## src/rtl/race_pkg.sv

```systemverilog
// +----------------------------------------------------------------------+
// | race_pkg : shared ids, frame limit, state type and helpers for the   |
// |            three-animal race scheduler.                              |
// | Rev 1.0                                                              |
// +----------------------------------------------------------------------+
`default_nettype none

package race_pkg;

    localparam logic [1:0] ID_CAT     = 2'b00;
    localparam logic [1:0] ID_DOG     = 2'b01;
    localparam logic [1:0] ID_MOUSE   = 2'b10;
    localparam logic [1:0] FRAME_LAST = 2'd3;

    typedef enum logic [2:0] {
        INIT_CAT   = 3'd0,
        INIT_DOG   = 3'd1,
        INIT_MOUSE = 3'd2,
        ARB        = 3'd3,
        HOLD       = 3'd4,
        WIN        = 3'd5
    } state_t;

    // Round-robin successor: cat -> dog -> mouse -> cat (unused id 3 maps to cat).
    function automatic logic [1:0] next_id(input logic [1:0] id);
        case (id)
            ID_CAT:  next_id = ID_DOG;
            ID_DOG:  next_id = ID_MOUSE;
            default: next_id = ID_CAT;
        endcase
    endfunction

    function automatic logic [1:0] sat_inc(input logic [1:0] frame);
        sat_inc = (frame == FRAME_LAST) ? FRAME_LAST : frame + 2'd1;
    endfunction

endpackage

`default_nettype wire

```

## src/rtl/rr_arb3.sv

```systemverilog
// +----------------------------------------------------------------------+
// | rr_arb3 : combinational 3-way round-robin arbiter; search starts at  |
// |           the animal after 'last'.                                   |
// | Rev 1.0                                                              |
// +----------------------------------------------------------------------+
`default_nettype none

module rr_arb3
    import race_pkg::*;
(
    input  logic [2:0] pending,
    input  logic [1:0] last,
    output logic [2:0] gnt_onehot,
    output logic [1:0] gnt_id,
    output logic       any
);

    logic [3:0] w_pend4;
    logic [1:0] w_cand;
    logic       w_found;

    always_comb begin
        w_pend4    = {1'b0, pending};
        w_cand     = next_id(last);
        w_found    = 1'b0;
        gnt_id     = ID_CAT;
        gnt_onehot = '0;
        for (int k = 0; k < 3; k++) begin
            if (!w_found && w_pend4[w_cand]) begin
                w_found = 1'b1;
                gnt_id  = w_cand;
            end
            w_cand = next_id(w_cand);
        end
        any = w_found;
        if (w_found) begin
            gnt_onehot = 3'(4'b0001 << gnt_id);
        end
    end

endmodule

`default_nettype wire

```

## src/rtl/race_scheduler.sv

```systemverilog
// +----------------------------------------------------------------------+
// | race_scheduler : sequences the race display mode word, arbitrates    |
// |                  advance requests, tracks positions and the winner.  |
// | Rev 1.0                                                              |
// +----------------------------------------------------------------------+
`default_nettype none

module race_scheduler
    import race_pkg::*;
#(
    parameter int HOLD_TICKS = 1000,
    parameter int CW         = 10
) (
    input  logic       clk,
    input  logic       rst,
    input  logic [2:0] req,
    input  logic       start,
    output logic [3:0] mode,
    output logic [2:0] grant,
    output logic [5:0] pos,
    output logic [1:0] winner,
    output logic       win_valid,
    output logic       busy
);

    localparam logic [CW-1:0] c_hold_last = CW'(HOLD_TICKS - 1);

    state_t          r_state;
    state_t          w_state_nxt;
    logic [CW-1:0]   r_cnt;
    logic [2:0]      r_req_q;
    logic [2:0]      r_pending;
    logic [1:0]      r_last;
    logic [3:0]      r_mode;
    logic [2:0]      r_grant;
    logic [2:0][1:0] r_pos;
    logic [1:0]      r_winner;
    logic            r_win_valid;

    logic [2:0]      w_rise;
    logic [2:0]      w_gnt_onehot;
    logic [1:0]      w_gnt_id;
    logic            w_any;
    logic            w_busy;
    logic            w_cnt_done;
    logic [1:0]      w_pos_gnt;
    logic [1:0]      w_pos_last;

    assign w_rise     = req & ~r_req_q;
    assign w_busy     = (r_state != ARB) && (r_state != WIN);
    assign w_cnt_done = (r_cnt == c_hold_last);

    rr_arb3 u_arb (
        .pending    (r_pending),
        .last       (r_last),
        .gnt_onehot (w_gnt_onehot),
        .gnt_id     (w_gnt_id),
        .any        (w_any)
    );

    always_comb begin
        w_pos_gnt  = r_pos[2];
        w_pos_last = r_pos[2];
        case (w_gnt_id)
            ID_CAT:  w_pos_gnt = r_pos[0];
            ID_DOG:  w_pos_gnt = r_pos[1];
            default: w_pos_gnt = r_pos[2];
        endcase
        case (r_last)
            ID_CAT:  w_pos_last = r_pos[0];
            ID_DOG:  w_pos_last = r_pos[1];
            default: w_pos_last = r_pos[2];
        endcase
    end

    always_comb begin
        w_state_nxt = r_state;
        case (r_state)
            INIT_CAT:   if (w_cnt_done) w_state_nxt = INIT_DOG;
            INIT_DOG:   if (w_cnt_done) w_state_nxt = INIT_MOUSE;
            INIT_MOUSE: if (w_cnt_done) w_state_nxt = ARB;
            ARB:        if (w_any)      w_state_nxt = HOLD;
            HOLD: begin
                if (w_cnt_done) begin
                    w_state_nxt = (w_pos_last == FRAME_LAST) ? WIN : ARB;
                end
            end
            WIN:        if (start)      w_state_nxt = INIT_CAT;
            default:                    w_state_nxt = INIT_CAT;
        endcase
    end

    always_ff @(posedge clk) begin
        if (rst) begin
            r_state     <= INIT_CAT;
            r_cnt       <= '0;
            r_req_q     <= req;
            r_pending   <= '0;
            r_last      <= ID_MOUSE;
            r_mode      <= 4'b0000;
            r_grant     <= '0;
            r_pos       <= '0;
            r_winner    <= ID_CAT;
            r_win_valid <= 1'b0;
        end else begin
            r_state <= w_state_nxt;
            r_req_q <= req;
            r_grant <= '0;
            if (w_busy) begin
                r_cnt <= w_cnt_done ? '0 : r_cnt + CW'(1);
            end else begin
                r_cnt <= '0;
            end
            case (r_state)
                INIT_CAT: begin
                    r_pending <= '0;
                    if (w_cnt_done) r_mode <= {ID_DOG, 2'b00};
                end
                INIT_DOG: begin
                    r_pending <= '0;
                    if (w_cnt_done) r_mode <= {ID_MOUSE, 2'b00};
                end
                ARB: begin
                    // A rise on the grant edge re-queues the same animal.
                    r_pending <= (r_pending & ~w_gnt_onehot) | w_rise;
                    if (w_any) begin
                        for (int i = 0; i < 3; i++) begin
                            if (w_gnt_onehot[i]) r_pos[i] <= sat_inc(r_pos[i]);
                        end
                        r_mode  <= {w_gnt_id, sat_inc(w_pos_gnt)};
                        r_grant <= w_gnt_onehot;
                        r_last  <= w_gnt_id;
                    end
                end
                HOLD: begin
                    r_pending <= r_pending | w_rise;
                    if (w_cnt_done && (w_pos_last == FRAME_LAST)) begin
                        r_winner    <= r_last;
                        r_win_valid <= 1'b1;
                    end
                end
                WIN: begin
                    r_pending <= '0;
                    if (start) begin
                        r_win_valid <= 1'b0;
                        r_pos       <= '0;
                        r_mode      <= {ID_CAT, 2'b00};
                    end
                end
                default: r_pending <= '0;
            endcase
        end
    end

    assign mode      = r_mode;
    assign grant     = r_grant;
    assign pos       = r_pos;
    assign winner    = r_winner;
    assign win_valid = r_win_valid;
    assign busy      = w_busy;

endmodule

`default_nettype wire

```

## config.mk

```make
export PLATFORM = sky130hd
export DESIGN_NAME = race_scheduler
export DESIGN_NICKNAME = d
export VERILOG_FILES = /design/src/rtl/race_pkg.sv /design/src/rtl/rr_arb3.sv /design/src/rtl/race_scheduler.sv
export SDC_FILE = /design/constraint.sdc
export NUM_CORES = 1
export LEC_CHECK = 0
export BUFFER_PORTS_ARGS = -buffer_cell sky130_fd_sc_hd__buf_4
export CAP_MARGIN = 20
export CORE_MARGIN = 5
export CORE_UTILIZATION = 25
export CTS_CLUSTER_DIAMETER = 80
export DETAILED_ROUTE_END_ITERATION = 10
export PLACE_DENSITY_LB_ADDON = 0.25
export SLEW_MARGIN = 30
export SYNTH_ARGS = -nofsm -noshare
export SYNTH_HDL_FRONTEND = slang
export SYNTH_SLANG_ARGS = --single-unit
```

## constraint.sdc

```tcl
create_clock -name clk -period 3 [get_ports clk]
set_clock_uncertainty 0.2 [all_clocks]
set_input_delay 0.6 -clock clk [delete_from_list [all_inputs] [get_ports clk]]
set_output_delay 0.6 -clock clk [all_outputs]
set_load 0.02 [all_outputs]
```

Word-level counts from Yosys, hierarchy flattened
Index checks and enable logic that the tools add are counted.
{"block": "classes", "add_sub_neg": 5, "magnitude_cmp": 3, "eq_ne": 27, "n_shift": 1, "mux": 45, "bitwise": 9, "n_reduce_logical": 24}
{"operator": "3-bit 2-to-1 mux", "n": 8}
{"operator": "2-bit 2-to-1 mux", "n": 10}
{"operator": "2-bit one-hot mux with 2 select lines", "n": 5}
{"operator": "2-bit inequality test, second input constant", "n": 9}
{"operator": "3-bit one-hot mux with 6 select lines", "n": 1}
{"operator": "4-bit 2-to-1 mux", "n": 4}
{"operator": "4-bit one-hot mux with 4 select lines", "n": 1}
{"operator": "6-bit 2-to-1 mux", "n": 2}
{"operator": "6-bit one-hot mux with 2 select lines", "n": 1}
{"operator": "4-bit AND reduction", "n": 3}
{"operator": "10-bit by 1-bit adder with 10-bit output, second input constant", "n": 1}
{"operator": "10-bit == test, second input constant", "n": 1}
{"operator": "2-bit == test, second input constant", "n": 5}
{"operator": "2-bit by 3-bit less-than comparator with 1-bit output, second input constant", "n": 3}
{"operator": "2-bit by 1-bit adder with 2-bit output, second input constant", "n": 4}
{"operator": "2-bit by 1-bit == test with 1-bit output, second input constant", "n": 4}
{"operator": "2-bit zero test", "n": 4}
{"operator": "1-bit 2-to-1 mux", "n": 8}
{"operator": "3-bit AND", "n": 2}
{"operator": "1-bit binary-select mux with 2-bit select", "n": 3}
{"operator": "3-bit by 2-bit == test with 1-bit output, second input constant", "n": 2}
{"operator": "3-bit == test, second input constant", "n": 2}
{"operator": "3-bit inverter", "n": 2}
{"operator": "3-bit OR", "n": 2}
{"operator": "18 further kinds", "n": 27}
{"block": "word_totals", "ff_bits": 37, "in_bits": 6, "output_inout_bits": 17, "wordCells": 126}

Logic depth before layout (Yosys ltp)
Gate-level depths: netlist of the first run.
{"block": "logic_depth", "ltp_word": 17, "ltp_mapped": 7}

Cells and area by module
From an unflattened synthesis of the first run, not the netlist that was laid out.
{"block": "hier_totals", "hier_cells": 205, "area_unflattened_um2": 1794.2}
{"module": "race_scheduler", "instances": 1, "cells_per_inst": 193, "area_per_inst_um2": 1704.1}
{"module": "rr_arb3", "instances": 1, "cells_per_inst": 12, "area_per_inst_um2": 90.1}

Least setup slack after synthesis of the first run
No wires, ideal clock.
{"block": "synth_path", "kind": "reg2reg", "from": "reg r_cnt[0]", "to": "reg r_state[1]", "setup_ps": 128, "arrival_time_ps": 1487, "path_slack_ps": 1185, "path_stages_with_launch": 8, "cell_sequence": "dfxtp_1 > ha_1 > nand4_1 > nor4_4 > inv_1 > a31oi_4 > mux2i_1 > a21oi_1"}
{"block": "synth_via", "elab_chain_len": 3, "word_cells_on_any_way": 6, "cone_classes": "eq/ne: 5; reduce/logical: 1"}
{"element": "from (decl)", "line_no": "race_scheduler.sv:30", "text": "logic [CW-1:0] r_cnt;"}
{"element": "from (signal assigned)", "line_no": "race_scheduler.sv:110", "text": "r_cnt <= w_cnt_done ? '0 : r_cnt + CW'(1);"}
{"element": "10-bit == test (*)", "line_no": "race_scheduler.sv:51", "text": "assign w_cnt_done = (r_cnt == c_hold_last);"}
{"element": "2-bit inequality test (no line)"}
{"element": "6-bit AND reduction (no line) (*)"}
{"element": "to (signal assigned)", "line_no": "race_scheduler.sv:106", "text": "r_state <= w_state_nxt;"}
{"element": "to (decl)", "line_no": "race_scheduler.sv:28", "text": "state_t r_state;"}
Every way passes the cells marked *; elsewhere a longest branch is shown, timed or not.
A chain may end at the register's enable or synchronous reset.

Worst setup path after layout of the first run
{"block": "layout_path", "from": "reg r_state[2]", "to": "out busy"}
{"block": "layout_via", "elab_chain_len": 2, "word_cells_on_any_way": 3, "cone_classes": "eq/ne: 2; reduce/logical: 1"}
{"element": "3-bit by 2-bit inequality test with 1-bit output / 3-bit inequality test (equally long branches)", "line_no": "race_scheduler.sv:50", "text": "assign w_busy = (r_state != ARB) && (r_state != WIN);"}
{"element": "1-bit logical AND (*)", "line_no": "race_scheduler.sv:50"}
{"element": "to (decl)", "line_no": "race_scheduler.sv:23", "text": "output logic busy"}
Marked as above.

==> impl_metrics.json, run 1 <==
{
  "outcome": "finished, final reports clean",
  "std_cell_rows": 29,
  "netlist_top_cells_area": "dfxtp_1, nor2_1, a21oi_1",
  "wl_per_cell_um": 12.7,
  "dp_worst_setup_slack_ns": 0.915,
  "power_mw": 0.871,
  "cts_hold_buf": 0,
  "path_buf_inv": 1,
  "worstPathRequired_ns": 2.20,
  "first_pass_iters": 4,
  "die_h_um": 91.6,
  "grt_max_degree": 18,
  "netlist_instances": 190,
  "numCtsBuffers": 5,
  "fin_crit_ns": 2.35,
  "crit_arrival_ns": 1.55,
  "n_antenna_cell": 0,
  "clockBufferDepth": 2,
  "ys_types": 46,
  "syn_avg_cell_area_um2": 8.76,
  "dp_hpwl_um": 2750,
  "cts_tree": "built",
  "relSlewSlack": 0.718,
  "stdcell_area_um2": 1980,
  "power.density_nw_per_um2": 439,
  "yosys.area.top_type": "dfxtp_1",
  "antenna_found_initial": 0,
  "syn_nets": 197,
  "path_max_fanout": 12,
  "path_class": "flop to output pin",
  "max_freq_ghz": 0.425,
  "hold_class": "input pin to flop",
  "io_buffers": 22,
  "async_flop_share": 0,
  "gp_congestion": 0.791,
  "period_share": 0.784,
  "die_w_um": 91.6,
  "overflow": 0,
  "share_comb_of_total_power": 0.025,
  "end_kind": "output pin",
  "synth_top_area_frac": 0.445,
  "maxCapViolCount": 0,
  "clkPwrFrac": 0.401,
  "nets": 221,
  "finalMaxSlewViolations": 0,
  "tightestPinTransition_ns": 0.422,
  "synth.ff_latch_count": 37,
  "cp-start-kind": "flop",
  "placedCellCount": 284,
  "grt_pass1_vias": 1269,
  "wl_um": 3700,
  "start_util": 0.259,
  "setup_ws_ns": 0.647,
  "coreArea_um2": 6420,
  "yosysWarningCount": 0,
  "via_per_inst": 4.55,
  "synth_edf_count": 0,
  "tns_ns": 0,
  "p_leak_nw": 0.711,
  "final_hold_viol_count": 0,
  "fin_cells": 291,
  "final_util": 0.309,
  "numClockSinks": 37,
  "synth_ff_type": "dfxtp_1",
  "rsz0062_at_grt": "no",
  "post_cts_buffers": 0,
  "grt_first_pass_wirelength_um": 6250,
  "globalRouteTotalUtil": 0.0936,
  "slowest_delay_ns": 0.52,
  "worst_path_max_delay_cell": "dfxtp_1",
  "layout-drive-gt1-share": 0.196,
  "syn_to_final_growth_pct": 19.2,
  "switching_share": 0.211,
  "dr_total_vias": 1325,
  "finalSetupViolations": 0,
  "ir_drop_v": 0.000121,
  "worstPathCellList": "nor2b_1 > o21ai_2 > buf_4",
  "seq_area_frac_synth": 0.445,
  "ctsResizeCount": 0,
  "p_sw_mw": 0.184,
  "syn_area_um2": 1660,
  "placed_area_um2": 1890,
  "p_int_mw": 0.688,
  "clk_latency_ns": 0.28,
  "ios": 23,
  "holdWs_ns": 0.223,
  "path_clk_slew_ns": 0.07,
  "dieArea_um2": 8390,
  "cts-root-buf": "clkbuf_8",
  "h-tree-depth": 2,
  "drt_iter0_drc": 65,
  "p_seq_frac": 0.574,
  "crit_family": "flip-flops",
  "drc_errors": 0,
  "drtAntennaViolNets": 0
}
-- cell type report --
cell class,instances,area (um^2)
Clock buffer,6,82.6
Clock inverter,1,7.51
Fill cell,661,4440
Inverter,6,22.5
Multi-Input combinational cell,142,868
Sequential cell,37,741
Tap cell,77,96.3
Timing Repair Buffer,22,165
-- synth_stat cells (3+ instances only) --
master / count
a21oi_1: 16
dfxtp_1: 37
inv_1: 6
mux2i_1: 8
nand2_1: 12
nand2b_1: 6
nand3_1: 9
nor2_1: 36
nor2b_1: 5
o21ai_0: 7
or3_1: 3
xnor2_1: 3
xor2_1: 5
-- flip-flops by register name, summed over array words and instances, names as in the netlist --
| register | cells |
|---|---|
| win_valid | 1 |
| r_cnt | 10 |
| winner | 2 |
| r_pending | 3 |
| pos | 6 |
| mode | 4 |
| r_req_q | 3 |
| r_last | 2 |
| r_state | 3 |
| grant | 3 |
-- placed cells by master, fill, tap and decap left out, types with 2 or more instances in the layout --
master | synthesis | final
dfxtp_1 | 37 | 37
nor2_1 | 36 | 36
buf_4 | 2 | 22
a21oi_1 | 16 | 16
nand2_1 | 12 | 12
nand3_1 | 9 | 9
mux2i_1 | 8 | 8
o21ai_0 | 7 | 7
inv_1 | 6 | 6
nand2b_1 | 6 | 6
clkbuf_8 | 0 | 6
nor2b_1 | 5 | 5
xor2_1 | 5 | 5
or3_1 | 3 | 3
xnor2_1 | 3 | 3
nand4_1 | 2 | 2
a21oi_2 | 2 | 2
o22a_2 | 2 | 2
-- metal layers --
metal  wire length, um  vias up  track usage
met4                66        0       0.0452
met3               257        4       0.0256
met2              1600       31        0.139
met1              1780      591        0.125
li1                  -      699            -
met5                 0        -            0
-- kinds of logic (layout without fill, tap and decap cells) --
logic type | Yosys count | in the layout | synth area share
multiplexers | 8 | 8 | 0.0481
buffers and inverters | 11 | 35 | 0.0331
adder cells (fa/ha/maj) | 1 | 1 | 0.00752
XOR/XNOR | 8 | 8 | 0.0421
AND/OR/NAND/NOR | 83 | 83 | 0.247
AO/OA/AOI/OAI | 42 | 42 | 0.177
flip-flops | 37 | 37 | 0.445
-- worst paths after layout --
path | depth (start not counted) | from | to | slack, ns
setup / recovery | 3 | r_state[2]$_SDFFE_PP0P_ | busy | 0.65
hold / removal | 1 | req[0] | r_req_q[0]$_DFF_P_ | 0.22
setup reg to reg | 5 | r_state[2]$_SDFFE_PP0P_ | winner[1]$_SDFFE_PP0P_ | 0.87
hold reg to reg | 1 | r_cnt[0]$_SDFF_PP0_ | r_cnt[0]$_SDFF_PP0_ | 0.27
-- worst reg2reg max path, delay by kind of cell, from the launching register on --
kind	cells	cell delay (ns)
simple gates	4	1.11
flops	1	0.52
mux	1	0.20
-- power by group through the flow --
| stage | clock [mW] | combinational (mW) | sequential, mW |
|---|---|---|---|
| floorplan | 0 | 0.0128 | 0.511 |
| global route | 0.387 | 0.0252 | 0.500 |
| detailed placement | 0 | 0.0227 | 0.511 |
| finish | 0.349 | 0.0222 | 0.500 |
| global placement | 0 | 0.0229 | 0.511 |
| CTS | 0.367 | 0.0227 | 0.500 |
Note: power is estimated with default switching activity, not from simulation.
==> run 2: changes to the inputs <==
==> constraint.sdc (replaced) <==
create_clock -name clk -period 2.25 [get_ports clk]
set_clock_uncertainty 0.2 [all_clocks]
set_input_delay 0.45 -clock clk [delete_from_list [all_inputs] [get_ports clk]]
set_output_delay 0.45 -clock clk [all_outputs]
set_load 0.02 [all_outputs]
==> run 2 against run 1 <==
Effect of this change:
- flip-flop and latch count unchanged
- final cell count up 1.4%
- die area unchanged
==> impl_metrics.json, run 2 (synthesized netlist as in run 1, its figures left out) <==
{
  "drc_errors": 0,
  "path_clk_slew_ns": 0.08,
  "outcome": "finished, final reports clean",
  "worst_path_max_delay_cell": "dfxtp_2",
  "syn_to_final_growth_pct": 21.9,
  "antenna_found_initial": 0,
  "max_freq_ghz": 0.496,
  "grt_max_degree": 18,
  "drt_iter0_drc": 97,
  "clockBufferDepth": 2,
  "cts-root-buf": "clkbuf_8",
  "path_class": "flop to output pin",
  "holdPathEnd": "r_req_q[1]$_DFF_P_",
  "end_kind": "output pin",
  "layout-drive-gt1-share": 0.216,
  "ios": 23,
  "numCtsBuffers": 5,
  "fillCellCount": 677,
  "seq_area_um2": 742,
  "grt_pass1_vias": 1286,
  "clk_latency_ns": 0.29,
  "h-tree-depth": 2,
  "via_per_inst": 4.54,
  "dp_hpwl_um": 2720,
  "finalMaxSlewViolations": 0,
  "relSlewSlack": 0.717,
  "worstPathCellList": "nor2b_1 > o21ai_2 > buf_4",
  "cts_tree": "built",
  "power.density_nw_per_um2": 619,
  "regMostFlops": "r_cnt",
  "path_buf_inv": 1,
  "maxCapViolCount": 0,
  "wl_per_cell_um": 12.3,
  "crit_family": "flip-flops",
  "p_leak_nw": 0.744,
  "dr_total_vias": 1338,
  "globalRouteTotalUtil": 0.0936,
  "gp_congestion": 0.746,
  "nets": 225,
  "path_max_fanout": 12,
  "cp-start-kind": "flop",
  "fin_crit_ns": 2.01,
  "largest_register_ffs": 10,
  "worstPathRequired_ns": 1.60,
  "wl_um": 3620,
  "std_cell_rows": 29,
  "multiInputGateArea_um2": 868,
  "ir_drop_v": 0.000234,
  "reg2reg_to": "mode[2]$_SDFFE_PP0P_",
  "die_h_um": 91.6,
  "mostFrequentLayoutCells": "nor2_1, dfxtp_1, buf_4, a21oi_1, nand2_1",
  "n_antenna_cell": 0,
  "grt_first_pass_wirelength_um": 6240,
  "post_cts_buffers": 0,
  "slowest_delay_ns": 0.44,
  "r2r_cells": 6,
  "r2r_slack_ns": 0.34,
  "period_share": 0.895,
  "start_util": 0.259,
  "coreArea_um2": 6420,
  "io_buffers": 22,
  "numClockSinks": 37,
  "tns_ns": 0,
  "cts_hold_buf": 0,
  "power_mw": 1.25,
  "finalSetupViolations": 0,
  "timing.rr.start": "r_last[1]$_SDFFE_PP1P_",
  "drtAntennaViolNets": 0,
  "overflow": 0,
  "holdCritStartpoint": "req[1]",
  "hold_path_depth": 1,
  "first_pass_iters": 4,
  "die_w_um": 91.6,
  "rsz0062_at_grt": "no",
  "final_hold_viol_count": 0,
  "dieArea_um2": 8390,
  "hold_class": "input pin to flop",
  "tightestPinTransition_ns": 0.423,
  "crit_arrival_ns": 1.36
}
## run 2: worst max path at each step
| stage | start | to | slack, ns | depth (start not counted) |
|---|---|---|---|---|
| floorplan | r_cnt[0]$_SDFF_PP0_ | r_state[1]$_SDFFE_PP0P_ | 0.43 | 7 |
| global placement | r_state[1]$_SDFFE_PP0P_ | mode[1]$_SDFFE_PP0P_ | 0.29 | 5 |
| detailed placement | r_state[1]$_SDFFE_PP0P_ | pos[0]$_SDFFE_PP0P_ | 0.23 | 6 |
| CTS | r_state[1]$_SDFFE_PP0P_ | busy | 0.07 | 3 |
| global route | r_state[1]$_SDFFE_PP0P_ | busy | 0.13 | 3 |
| finish | r_state[1]$_SDFFE_PP0P_ | busy | 0.24 | 3 |
## run 2: cell type report
type                    count  area share
multi-input cells         142       0.428
clock inverters             2      0.0173
well taps                  77      0.0475
clock buffers               5      0.0339
flip-flops and latches     37       0.366
repair buffers             26      0.0962
inverters                   6      0.0111
## run 2: layer usage
| layer | track usage | up-vias | part of all wire |
|---|---|---|---|
| met4 | 0.0490 | 0 | 0.024 |
| met3 | 0.0306 | 6 | 0.054 |
| met1 | 0.130 | 602 | 0.51 |
| met5 | 0 | - | 0 |
| li1 | - | 707 | - |
| met2 | 0.127 | 23 | 0.41 |
## run 2: stage by stage
step | std cells | hold slack, ns | instance area [um^2] | setup WS [ns] | util
CTS | 295 | 0.0611 | 2030 | 0.0739 | 0.316
global route | 295 | 0.0591 | 2030 | 0.130 | 0.316
finish | 295 | 0.0683 | 2030 | 0.235 | 0.316
floorplan | 190 | 0.230 | 1660 | 0.435 | -
global placement | 288 | 0.240 | 1920 | 0.291 | 0.299
detailed placement | 288 | 0.245 | 1920 | 0.234 | 0.299
## run 2: repair_timing
item	4_1_cts	5_1_grt
resized for setup	0	1
hold endpoints to repair	0	0
endpoints found under the setup margin	0	1
## run 2: worst register-to-register path, stage by stage, from the launching register on
cell	delay [ns]
dfxtp_1	0.45
and2b_2	0.27
nor2_1	0.09
o21ai_1	0.12
nor2_1	0.39
nor2_1	0.09
a211oi_1	0.22
## run 2: power breakdown
group | switching [mW] | internal, mW
clock | 0.235 | 0.322
combinational | 0.0170 | 0.0141
sequential | 0.00495 | 0.662
total | 0.257 | 0.998
